### src/rtl/mem_io_bus_ctrl.sv
`default_nettype none
// +----------------------------------------------------------------------------+
// | mem_io_bus_ctrl: arbiter/sequencer for the shared data-RAM and LED/switch   |
// | IO bus. Optional macro ARB_RR_EN: alternate the grant on contention.        |
// | Revision: 1.0                                                               |
// +----------------------------------------------------------------------------+
module mem_io_bus_ctrl #(
  parameter int          RD_LAT = 1,
  parameter int          MEM_AW = 14,
  parameter logic [23:0] IO_TAG = 24'hFFFFFC
) (
  input  logic              clk,
  input  logic              rst_n,
  input  logic              cpu_req,
  input  logic              cpu_we,
  input  logic [31:0]       cpu_addr,
  input  logic [31:0]       cpu_wdata,
  output logic [31:0]       cpu_rdata,
  output logic              cpu_stall,
  output logic              cpu_done,
  input  logic              uart_req,
  input  logic [MEM_AW-1:0] uart_addr,
  input  logic [31:0]       uart_wdata,
  output logic              uart_ack,
  output logic              mem_en,
  output logic              mem_we,
  output logic [MEM_AW-1:0] mem_addr,
  output logic [31:0]       mem_wdata,
  input  logic [31:0]       mem_rdata,
  output logic              led_wen,
  output logic [15:0]       led_wdata,
  input  logic [15:0]       sw_data
);

  localparam logic [1:0] ST_IDLE   = 2'd0;
  localparam logic [1:0] ST_ACCESS = 2'd1;
  localparam logic [1:0] ST_WAIT   = 2'd2;

  localparam logic SRC_CPU  = 1'b0;
  localparam logic SRC_UART = 1'b1;

  localparam logic [1:0] LAT_INIT = 2'(RD_LAT - 1);

  logic [1:0]  state_q, state_d;
  logic [31:2] addr_q, addr_d;
  logic [31:0] wdata_q, wdata_d;
  logic        we_q, we_d;
  logic        src_q, src_d;
  logic [1:0]  cnt_q, cnt_d;
  logic [31:0] rdata_q, rdata_d;

  logic        grant_uart;
  logic        is_io, is_led, is_sw;
  logic        done;
  logic        rd_fire;
  logic [31:0] rd_val;
  logic        unused_addr_lsb;

  // Byte-lane bits never reach the word-addressed bus.
  assign unused_addr_lsb = ^cpu_addr[1:0];

`ifdef ARB_RR_EN
  logic last_q, last_d;
  assign grant_uart = uart_req && (!cpu_req || (last_q == SRC_CPU));
`else
  assign grant_uart = uart_req;
`endif

  // UART accesses are forced to the memory region regardless of address.
  assign is_io  = (src_q == SRC_CPU) && (addr_q[31:8] == IO_TAG);
  assign is_led = is_io && (addr_q[7:4] == 4'h6);
  assign is_sw  = is_io && (addr_q[7:4] == 4'h7);

  always_comb begin
    state_d   = state_q;
    addr_d    = addr_q;
    wdata_d   = wdata_q;
    we_d      = we_q;
    src_d     = src_q;
    cnt_d     = cnt_q;
    rdata_d   = rdata_q;
`ifdef ARB_RR_EN
    last_d    = last_q;
`endif
    done      = 1'b0;
    rd_fire   = 1'b0;
    rd_val    = '0;
    mem_en    = 1'b0;
    mem_we    = 1'b0;
    mem_addr  = '0;
    mem_wdata = '0;
    led_wen   = 1'b0;
    led_wdata = '0;

    case (state_q)
      ST_IDLE: begin
        if (cpu_req || uart_req) begin
          state_d = ST_ACCESS;
          if (grant_uart) begin
            src_d   = SRC_UART;
            addr_d  = {{(30-MEM_AW){1'b0}}, uart_addr};
            wdata_d = uart_wdata;
            we_d    = 1'b1;
          end else begin
            src_d   = SRC_CPU;
            addr_d  = cpu_addr[31:2];
            wdata_d = cpu_wdata;
            we_d    = cpu_we;
          end
`ifdef ARB_RR_EN
          if (cpu_req && uart_req) begin
            last_d = grant_uart ? SRC_UART : SRC_CPU;
          end
`endif
        end
      end

      ST_ACCESS: begin
        if (!is_io) begin
          mem_en   = 1'b1;
          mem_addr = addr_q[MEM_AW+1:2];
          if (we_q) begin
            mem_we    = 1'b1;
            mem_wdata = wdata_q;
            done      = 1'b1;
            state_d   = ST_IDLE;
          end else begin
            cnt_d   = LAT_INIT;
            state_d = ST_WAIT;
          end
        end else begin
          done    = 1'b1;
          state_d = ST_IDLE;
          if (we_q && is_led) begin
            led_wen   = 1'b1;
            led_wdata = wdata_q[15:0];
          end
          if (!we_q) begin
            rd_fire = 1'b1;
            rd_val  = is_sw ? {16'h0, sw_data} : 32'h0;
          end
        end
      end

      ST_WAIT: begin
        mem_en   = 1'b1;
        mem_addr = addr_q[MEM_AW+1:2];
        if (cnt_q == 2'd0) begin
          done    = 1'b1;
          rd_fire = 1'b1;
          rd_val  = mem_rdata;
          state_d = ST_IDLE;
        end else begin
          cnt_d = cnt_q - 2'd1;
        end
      end

      default: state_d = ST_IDLE;
    endcase

    if (rd_fire) begin
      rdata_d = rd_val;
    end
  end

  // Read data is forwarded in the completion cycle and held afterwards.
  assign cpu_rdata = rd_fire ? rd_val : rdata_q;
  assign cpu_done  = done && (src_q == SRC_CPU);
  assign uart_ack  = done && (src_q == SRC_UART);
  assign cpu_stall = rst_n && cpu_req && !cpu_done;

  always_ff @(posedge clk or negedge rst_n) begin
    if (!rst_n) begin
      state_q <= ST_IDLE;
      addr_q  <= '0;
      wdata_q <= '0;
      we_q    <= 1'b0;
      src_q   <= SRC_CPU;
      cnt_q   <= '0;
      rdata_q <= '0;
`ifdef ARB_RR_EN
      last_q  <= SRC_CPU;
`endif
    end else begin
      state_q <= state_d;
      addr_q  <= addr_d;
      wdata_q <= wdata_d;
      we_q    <= we_d;
      src_q   <= src_d;
      cnt_q   <= cnt_d;
      rdata_q <= rdata_d;
`ifdef ARB_RR_EN
      last_q  <= last_d;
`endif
    end
  end

endmodule
`default_nettype wire

### config.mk
export PLATFORM = sky130hd
export DESIGN_NAME = mem_io_bus_ctrl
export DESIGN_NICKNAME = d
export VERILOG_FILES = /design/src/rtl/mem_io_bus_ctrl.sv
export SDC_FILE = /design/constraint.sdc
export NUM_CORES = 1
export LEC_CHECK = 0
export ABC_AREA = 1
export CORE_ASPECT_RATIO = 0.9
export CORE_UTILIZATION = 37
export DETAILED_ROUTE_END_ITERATION = 8
export PLACE_DENSITY = 0.77
export REMOVE_ABC_BUFFERS = 1
export SYNTH_ARGS = -nofsm -noshare
export SYNTH_HDL_FRONTEND = slang
export SYNTH_SLANG_ARGS = --single-unit
export TNS_END_PERCENT = 50
### constraint.sdc
create_clock -name clk -period 1.8 [get_ports clk]
set_clock_uncertainty 0.2 [all_clocks]
set_input_delay 0.27 -clock clk [delete_from_list [all_inputs] [get_ports clk]]
set_output_delay 0.27 -clock clk [all_outputs]
set_load 0.005 [all_outputs]
[Word-level counts from Yosys, hierarchy flattened]
Index checks and enable logic that the tools add are counted.
Storage, ports and cells
  output and inout port bits: 100
  bits of input ports: 163
  word-level logic and storage cells: 76
  flip-flop bits (word level): 100
Cells by class
  reduce and logical (&&, ||, !) cells: 16
  bitwise operators: 1
  equal/unequal tests: 10
  multiplexer cells: 41
  $add $sub $neg: 1
Operators with widths (count)
  32-bit two-way mux: 6
  16-bit two-way mux: 6
  32-bit one-hot mux with 2 select lines: 1
  30-bit two-way mux: 1
  14-bit one-hot mux with 2 select lines: 1
  24-bit == test, second input constant: 1
  14-bit two-way mux: 1
  2-bit two-way mux: 7
  1-bit two-way mux: 13
  2-bit inequality test, second input constant: 5
  4-bit by 3-bit == test with 1-bit output, second input constant: 2
  1-bit logical AND: 8
  1-bit one-hot mux with 2 select lines: 3
  2-bit one-hot mux with 3 select lines: 1
  2-bit zero test: 2
  2-bit one-hot mux with 2 select lines: 1
  2-bit AND reduction: 2
  4-bit AND reduction: 1
  2-bit by 1-bit == test with 1-bit output, second input constant: 1
  2-bit == test, second input constant: 1
  2-bit nonzero test: 1
  2-bit by 1-bit subtractor with 2-bit output, second input constant: 1
  1-bit zero test: 1
  1-bit logical OR: 1
  1-bit inverter: 1

[Longest topological paths before layout]
  depth in word-level cells: 8
  depth in mapped cells: 10
  gate-level depth less buffers: 9

[Least setup slack after synthesis]
OpenSTA, ideal clock, no wires.
  kind: register to output
  from: register state_q[0]
  to: output port cpu_rdata[10]
  required time: 1330 ps
  data arrival time: 1487 ps
  buffers on the path: 2
  cell stages (with the launch flop): 8
  path slack: -157 ps
  cells stage by stage: dfrtp_1 -> inv_1 -> ha_1 -> clkbuf_1 -> nand2_1 -> buf_1 -> nand3_1 -> nand2_1
On the way
  word-level cells in the longest chain between the ends: 3
  elaborated cells between the ends (all ways): 5
  those cells by class: eq/ne (2); mux (3)
RTL lines
  from (decl): RTL line 44  | logic [1:0] state_q, state_d;
  from (signal assigned): RTL line 185  | state_q <= state_d;
  2-bit == test / 2-bit by 1-bit == test with 1-bit output (equally long branches): RTL line 95  | case (state_q)
  32-bit one-hot mux with 2 select lines / 1-bit one-hot mux with 2 select lines (equally long branches): RTL line 95
  32-bit two-way mux (*)
  to (decl): RTL line 18  | output logic [31:0] cpu_rdata,
Every way passes the cells marked *; elsewhere a longest branch is shown, timed or not.

[Worst setup path in the final report]
  from: register addr_q[17] in the netlist's numbering
  to: output port led_wdata[2]
On the way
  word-level cells in the longest chain between the ends: 7
RTL lines
  from (decl): RTL line 45  | logic [31:2] addr_q, addr_d;
  from (signal assigned): RTL line 186  | addr_q <= addr_d;
  24-bit == test (*): RTL line 70  | assign is_io = (src_q == SRC_CPU) && (addr_q[31:8] == IO_TAG);
  1-bit logical AND (*): RTL line 70
  1-bit logical AND: RTL line 71  | assign is_led = is_io && (addr_q[7:4] == 4'h6);
  1-bit logical AND: RTL line 134  | if (we_q && is_led) begin
  16-bit two-way mux: RTL line 134
  16-bit two-way mux (*): RTL line 119  | if (!is_io) begin
  16-bit two-way mux (*): RTL line 95
  to (decl): RTL line 31  | output logic [15:0] led_wdata,
Marked as above.

==> reports/results.ini <==
[timing]
worst_slew_pin_slew_ps = 582
hold_viol_final = 0
worst_slack_ps = -741
fmax_ghz = 0.393
rsz0062_at_grt = true
slew_headroom_pct = 61.2
finalSetupViolations = 124
maxSlewViolCount = 0
fin_crit_sh_pct = 141
fin_crit_ps = 2540

[final_layout]
drive_above_1_share_pct = 32.2
fill_cells = 1046
finish.net_count = 1283
final_util_pct = 71.4
diodes = 0
design_area_sq_mm = 0.0101
fin_cells = 1314
mostFrequentLayoutCell = nand2_1
mostFrequentLayoutCells = nand2_1 (200), clkdlybuf4s50_1 (158), nor2_1 (101)
areaGrowthSynthToFinish_pct = 86.9

[critical_path]
cp.depth = 11
crit_slowest_cell = dfrtp_1
crit_fanout = 4
path_class = register to primary output
cpLargestDelayFamily = buffers and inverters
crit_chain = nand2_1 -> nor2_2 -> nand2_2 -> nor2_4 -> buf_4 -> nand4_4 -> clkbuf_16 -> buf_8 -> buf_6 -> nor2_1 -> buf_2
slowest_delay_ps = 350
crit_path_end_kind = primary output
critical_path_arrival_ps = 2070
start_kind = register
rr_worst_depth = 13
crit_buf_inv = 5
cp.required_ps = 1330

[outcome]
violations = negative setup slack
status = complete, but fails checks

[run]
max_cap_violations = 0

[synthesis]
synth_compound_area_share_pct = 6.18
ys_warn_count = 0
ys_ff_latch = 100
syn_area_per_cell_sq_um = 7.19
synthMuxAreaShare_pct = 0
synth_cells = 752
synth_seq_area_share_pct = 46.3
netlist_area_sq_mm = 0.00541
synth_adder_area_share_pct = 0.926
synth_top_family_by_area = simple AND/OR/NAND/NOR gates
synth_xor_xnor_area_share_pct = 0
synthSimpleGateAreaFrac_pct = 35.9
yosys.cell_types.count = 23

[pwr]
p_switching_mw = 6.26
clkPwrFrac_pct = 13.0
p_sw_share_pct = 39.9
combinationalPowerShare_pct = 61.4
p_int_mw = 9.43
ir_drop_mv = 0.794
pwr-share-seq_pct = 25.6
leakage_nw = 5.24
powerDensity_mw_per_mm2 = 1550

[floorplanning]
core_area_sq_mm = 0.0142
ios = 263
start_util_pct = 38.2
die_x_um = 129
die_h_um = 117
die_area_sq_mm = 0.0151
num_rows = 41

[clock_network]
clk_pin_slew_worst_paths_ps = 70
cts_buffers = 9
cts.sinks = 100
clock_path_buffers = 2
h-tree-depth = 3
cts_tree = built
worstSkewPairLatency_ps = 340
root_buffer = clkbuf_16

[place]
place_congestion = 0.833
post-place-ws_ps = -654
io_buffers = 260
hpwlAfterDp_um = 13400
dpl-instance-area_sq_mm = 0.00883
dp.cells = 1238

[global_route]
track_usage_pct = 24.4
grt_pass1_vias = 5777
grt-ovfl-total = 0
grt_pass1_wl_um = 28300
grt_max_degree = 101
antenna_found_initial = 0

[hold_path]
hp-class = input port to register
hold_depth = 4

[detailed_routing]
first_pass_iters = 4
wl_per_cell_um = 16.7
dr_total_vias = 6470
via_per_inst = 4.92
drt_iter0_drc = 351
drc = 0
antenna_left = 0
wl_um = 22000

## worst min-delay path, cell delays in order
cell	delay, ps
buf_2	140
buf_4	160
nand2_1	60
o21ai_1	50
## area by class of cell
| class | count | area [sq um] | share of cell area (%) |
|---|---|---|---|
| clock buffer | 9 | 225 | 2.23 |
| clock inverter | 7 | 85.1 | 0.842 |
| inverter | 83 | 312 | 3.08 |
| multi-input combinational | 520 | 2800 | 27.7 |
| sequential | 100 | 2500 | 24.8 |
| tap | 193 | 241 | 2.39 |
| timing repair buffer | 402 | 3940 | 39.0 |
## per-layer routing
layer | wire [um] | vias up | track usage, %
met5 | 0 | - | 0
met4 | 524 | 0 | 6.67
met3 | 1820 | 40 | 7.01
met2 | 11400 | 272 | 45.6
met1 | 8260 | 3065 | 27.1
li1 | - | 3093 | -
## registers in the layout, summed over array words and instances, names as in the netlist
name     flops
addr_q      30
cnt_q        2
rdata_q     32
src_q        1
state_q      2
wdata_q     32
we_q         1
## logic make-up (layout without fill, tap and decap cells)
logic type	count (synthesis)	after routing
adders and majority gates	4	4
DFF	100	100
AOI/OAI and AO/OA	55	55
buffers and inverters	132	501
and+or+nand+nor	461	461
## worst paths after layout
kind	startpoint	to	slack, ps
worst max-delay path	addr_q[17]$_DFFE_PN0P_	led_wdata[2]	-740
worst min-delay path	uart_req	src_q$_DFFE_PN0P_	180
worst max register to register	addr_q[17]$_DFFE_PN0P_	rdata_q[17]$_DFF_PN0_	-320
worst min register to register	addr_q[28]$_DFFE_PN0P_	addr_q[28]$_DFFE_PN0P_	280
max in group asynchronous	rst_n	rdata_q[3]$_DFF_PN0_	550
min in group asynchronous	rst_n	rdata_q[10]$_DFF_PN0_	360
## synth_stat cells, drive strengths merged
master,count,area share (%)
nand2,230,16
nor2,139,10
dfrtp,100,46
inv,83,5.8
nand3,72,6.7
a31oi,46,5.3
buf,32,3.7
nand4,18,2.6
clkbuf,17,1.2
o21ai,7,0.65
ha,4,0.93
a21oi,1,0.093
nor3,1,0.093
o22ai,1,0.12
or2,1,0.12
## power groups by stage
stage	registers [mW]	logic, mW	clock network (mW)
final	4.02	9.64	2.04
after detailed placement	3.90	7.96	0
after floorplan	3.79	3.16	0
after global placement	3.85	7.82	0
after CTS	3.88	7.72	2.09
after global routing	4.12	10.4	2.17
## through the flow
stage                     hold WS [ps]  TNS [ps]  power (mW)
after floorplan                   -226   -189710        6.95
after global placement             180    -65010        11.7
after detailed placement           189    -67840        11.9
after CTS                          165    -74230        13.7
after global routing               177    -75600        16.7
final                              178    -60890        15.7
## repair_timing
item	4_1_cts	5_1_grt
buffers inserted	0	52
pin swaps	1	37
hold endpoints to repair	100	0
gates resized for setup	136	359
cloned	0	7
setup endpoints to repair	131	132
hold buffers	1	0
Power figures use the tool's default switching activity.
==> patch, RTL diff (config.mk and constraints unchanged) <==
Set the parameter `MEM_AW` to 13 (it was 14).
--- a/src/rtl/mem_io_bus_ctrl.sv
+++ b/src/rtl/mem_io_bus_ctrl.sv
@@ -7,5 +7,5 @@
 module mem_io_bus_ctrl #(
   parameter int          RD_LAT = 1,
-  parameter int          MEM_AW = 14,
+  parameter int          MEM_AW = 13,
   parameter logic [23:0] IO_TAG = 24'hFFFFFC
 ) (
Interface: changed (resized mem_addr and uart_addr); port bits go from 263 to 261. The function was not compared with the original's and may differ.
==> patch against the unedited design <==
The flow still finishes with violations (setup timing); die area down 1.2%; cell area down 0.38%; routed wire length down 6.2%; total power down 1.1%; combinational power about the same; fmax up 1.8%; setup slack better by 0.044 ns; largest cell class unchanged; first-iteration DRC count up 3.7%; sequential cell count unchanged; register-to-register slack worse by 0.26 ns; synthesized cell count unchanged; area after synthesis down 1.2%; largest power group unchanged.
==> patch: results (changes against the unedited design) <==
Global Route met1 Usage 0.3176 (was 0.2708); count of cell types in the netlist 24 (was 23); Compound-Gate Fraction of Synth Area 0.06140 (was 0.06181); met3 GRT Util 0.07018 (was 0.07009); area share of fa/ha/maj cells after synthesis 0.009374 (was 0.009259); violated checks setup timing (unchanged); reg-to-reg slack, setup -0.58 ns (was -0.32 ns); synth top area cells dfrtp_1, nand2_1, nor2_1 (unchanged); RePlAce Congestion 0.7619 (was 0.8330); port buffer count 258 (was 260); met1 WL 8.260 mm (was 8.257 mm); Largest stage delay, worst path 0.37 ns (was 0.35 ns); share of cells above drive strength 1 0.3421 (was 0.3220); Via density 4.776 (was 4.924); M2 GR Usage 0.4695 (was 0.4559); postcts setup bufs 86 (was 0); DP Cell Count 1,217 (was 1,238); Post-synth top cells nand2_1, nor2_1, dfrtp_1 (unchanged); Seq/Total Area, Yosys 0.4687 (was 0.4630); first-pass GRT wire length 30.88 mm (was 28.33 mm); worst-margin pin slew 0.5803 ns (was 0.5820 ns); initial detailed-routing violation count 364 (was 351); first-pass iteration count of the detailed router 6 (was 4); Fillers 1,071 (was 1,046); CP endpoint cpu_rdata[25] (was led_wdata[2]); status finished with violations (unchanged); P_leak 0.005165 uW (was 0.005241 uW); vias in the first global route 6,249 (was 5,777); peak supply drop 0.0008829 V (was 0.0007939 V); final setup violation count 128 (was 124); final WL 20.62 mm (was 21.98 mm); hold path cells 3 (was 4); routed vias 6,366 (was 6,470); Reg-to-Reg End rdata_q[16] (was rdata_q[17]); Worst Setup SP state_q[1] (was addr_q[17]); dpl ws -0.5704 ns (was -0.6538 ns); setup ws final -0.6970 ns (was -0.7414 ns)
-- patch: cell types whose count changed in the layout (fill, tap and decap cells not counted), sizes merged, moves of 2 or more --
cell	unedited run	this run
nor2	139	142
nand2	230	246
clkbuf	58	35
dlymetal6s2s	10	0
buf	183	233
dlygate4sd2	0	2
nand3	72	58
clkinv	4	0
-- patch: layout make-up --
cell class	count	share of cell area
Timing Repair Buffer	416	0.3887
Multi-Input combinational cell	524	0.2781
Sequential cell	100	0.2486
Inverter	85	0.03270
Tap cell	193	0.02399
Clock buffer	12	0.02350
Clock inverter	2	0.003729
Timing Repair inverter	1	0.0006216
-- patch: metrics by stage --
step                  util  hold WS (ns)  cell area (um2)
floorplan                -       -0.2256             5145
global placement    0.6054        0.2087             8509
detailed placement  0.6054        0.2110             8509
CTS                 0.7022        0.1117             9871
global route        0.7160        0.1252            10060
finish              0.7160        0.1141            10060
-- patch: power breakdown --
part           switching, uW  internal, uW
Sequential               624          3370
Combinational           4560          5060
Clock                    841          1070
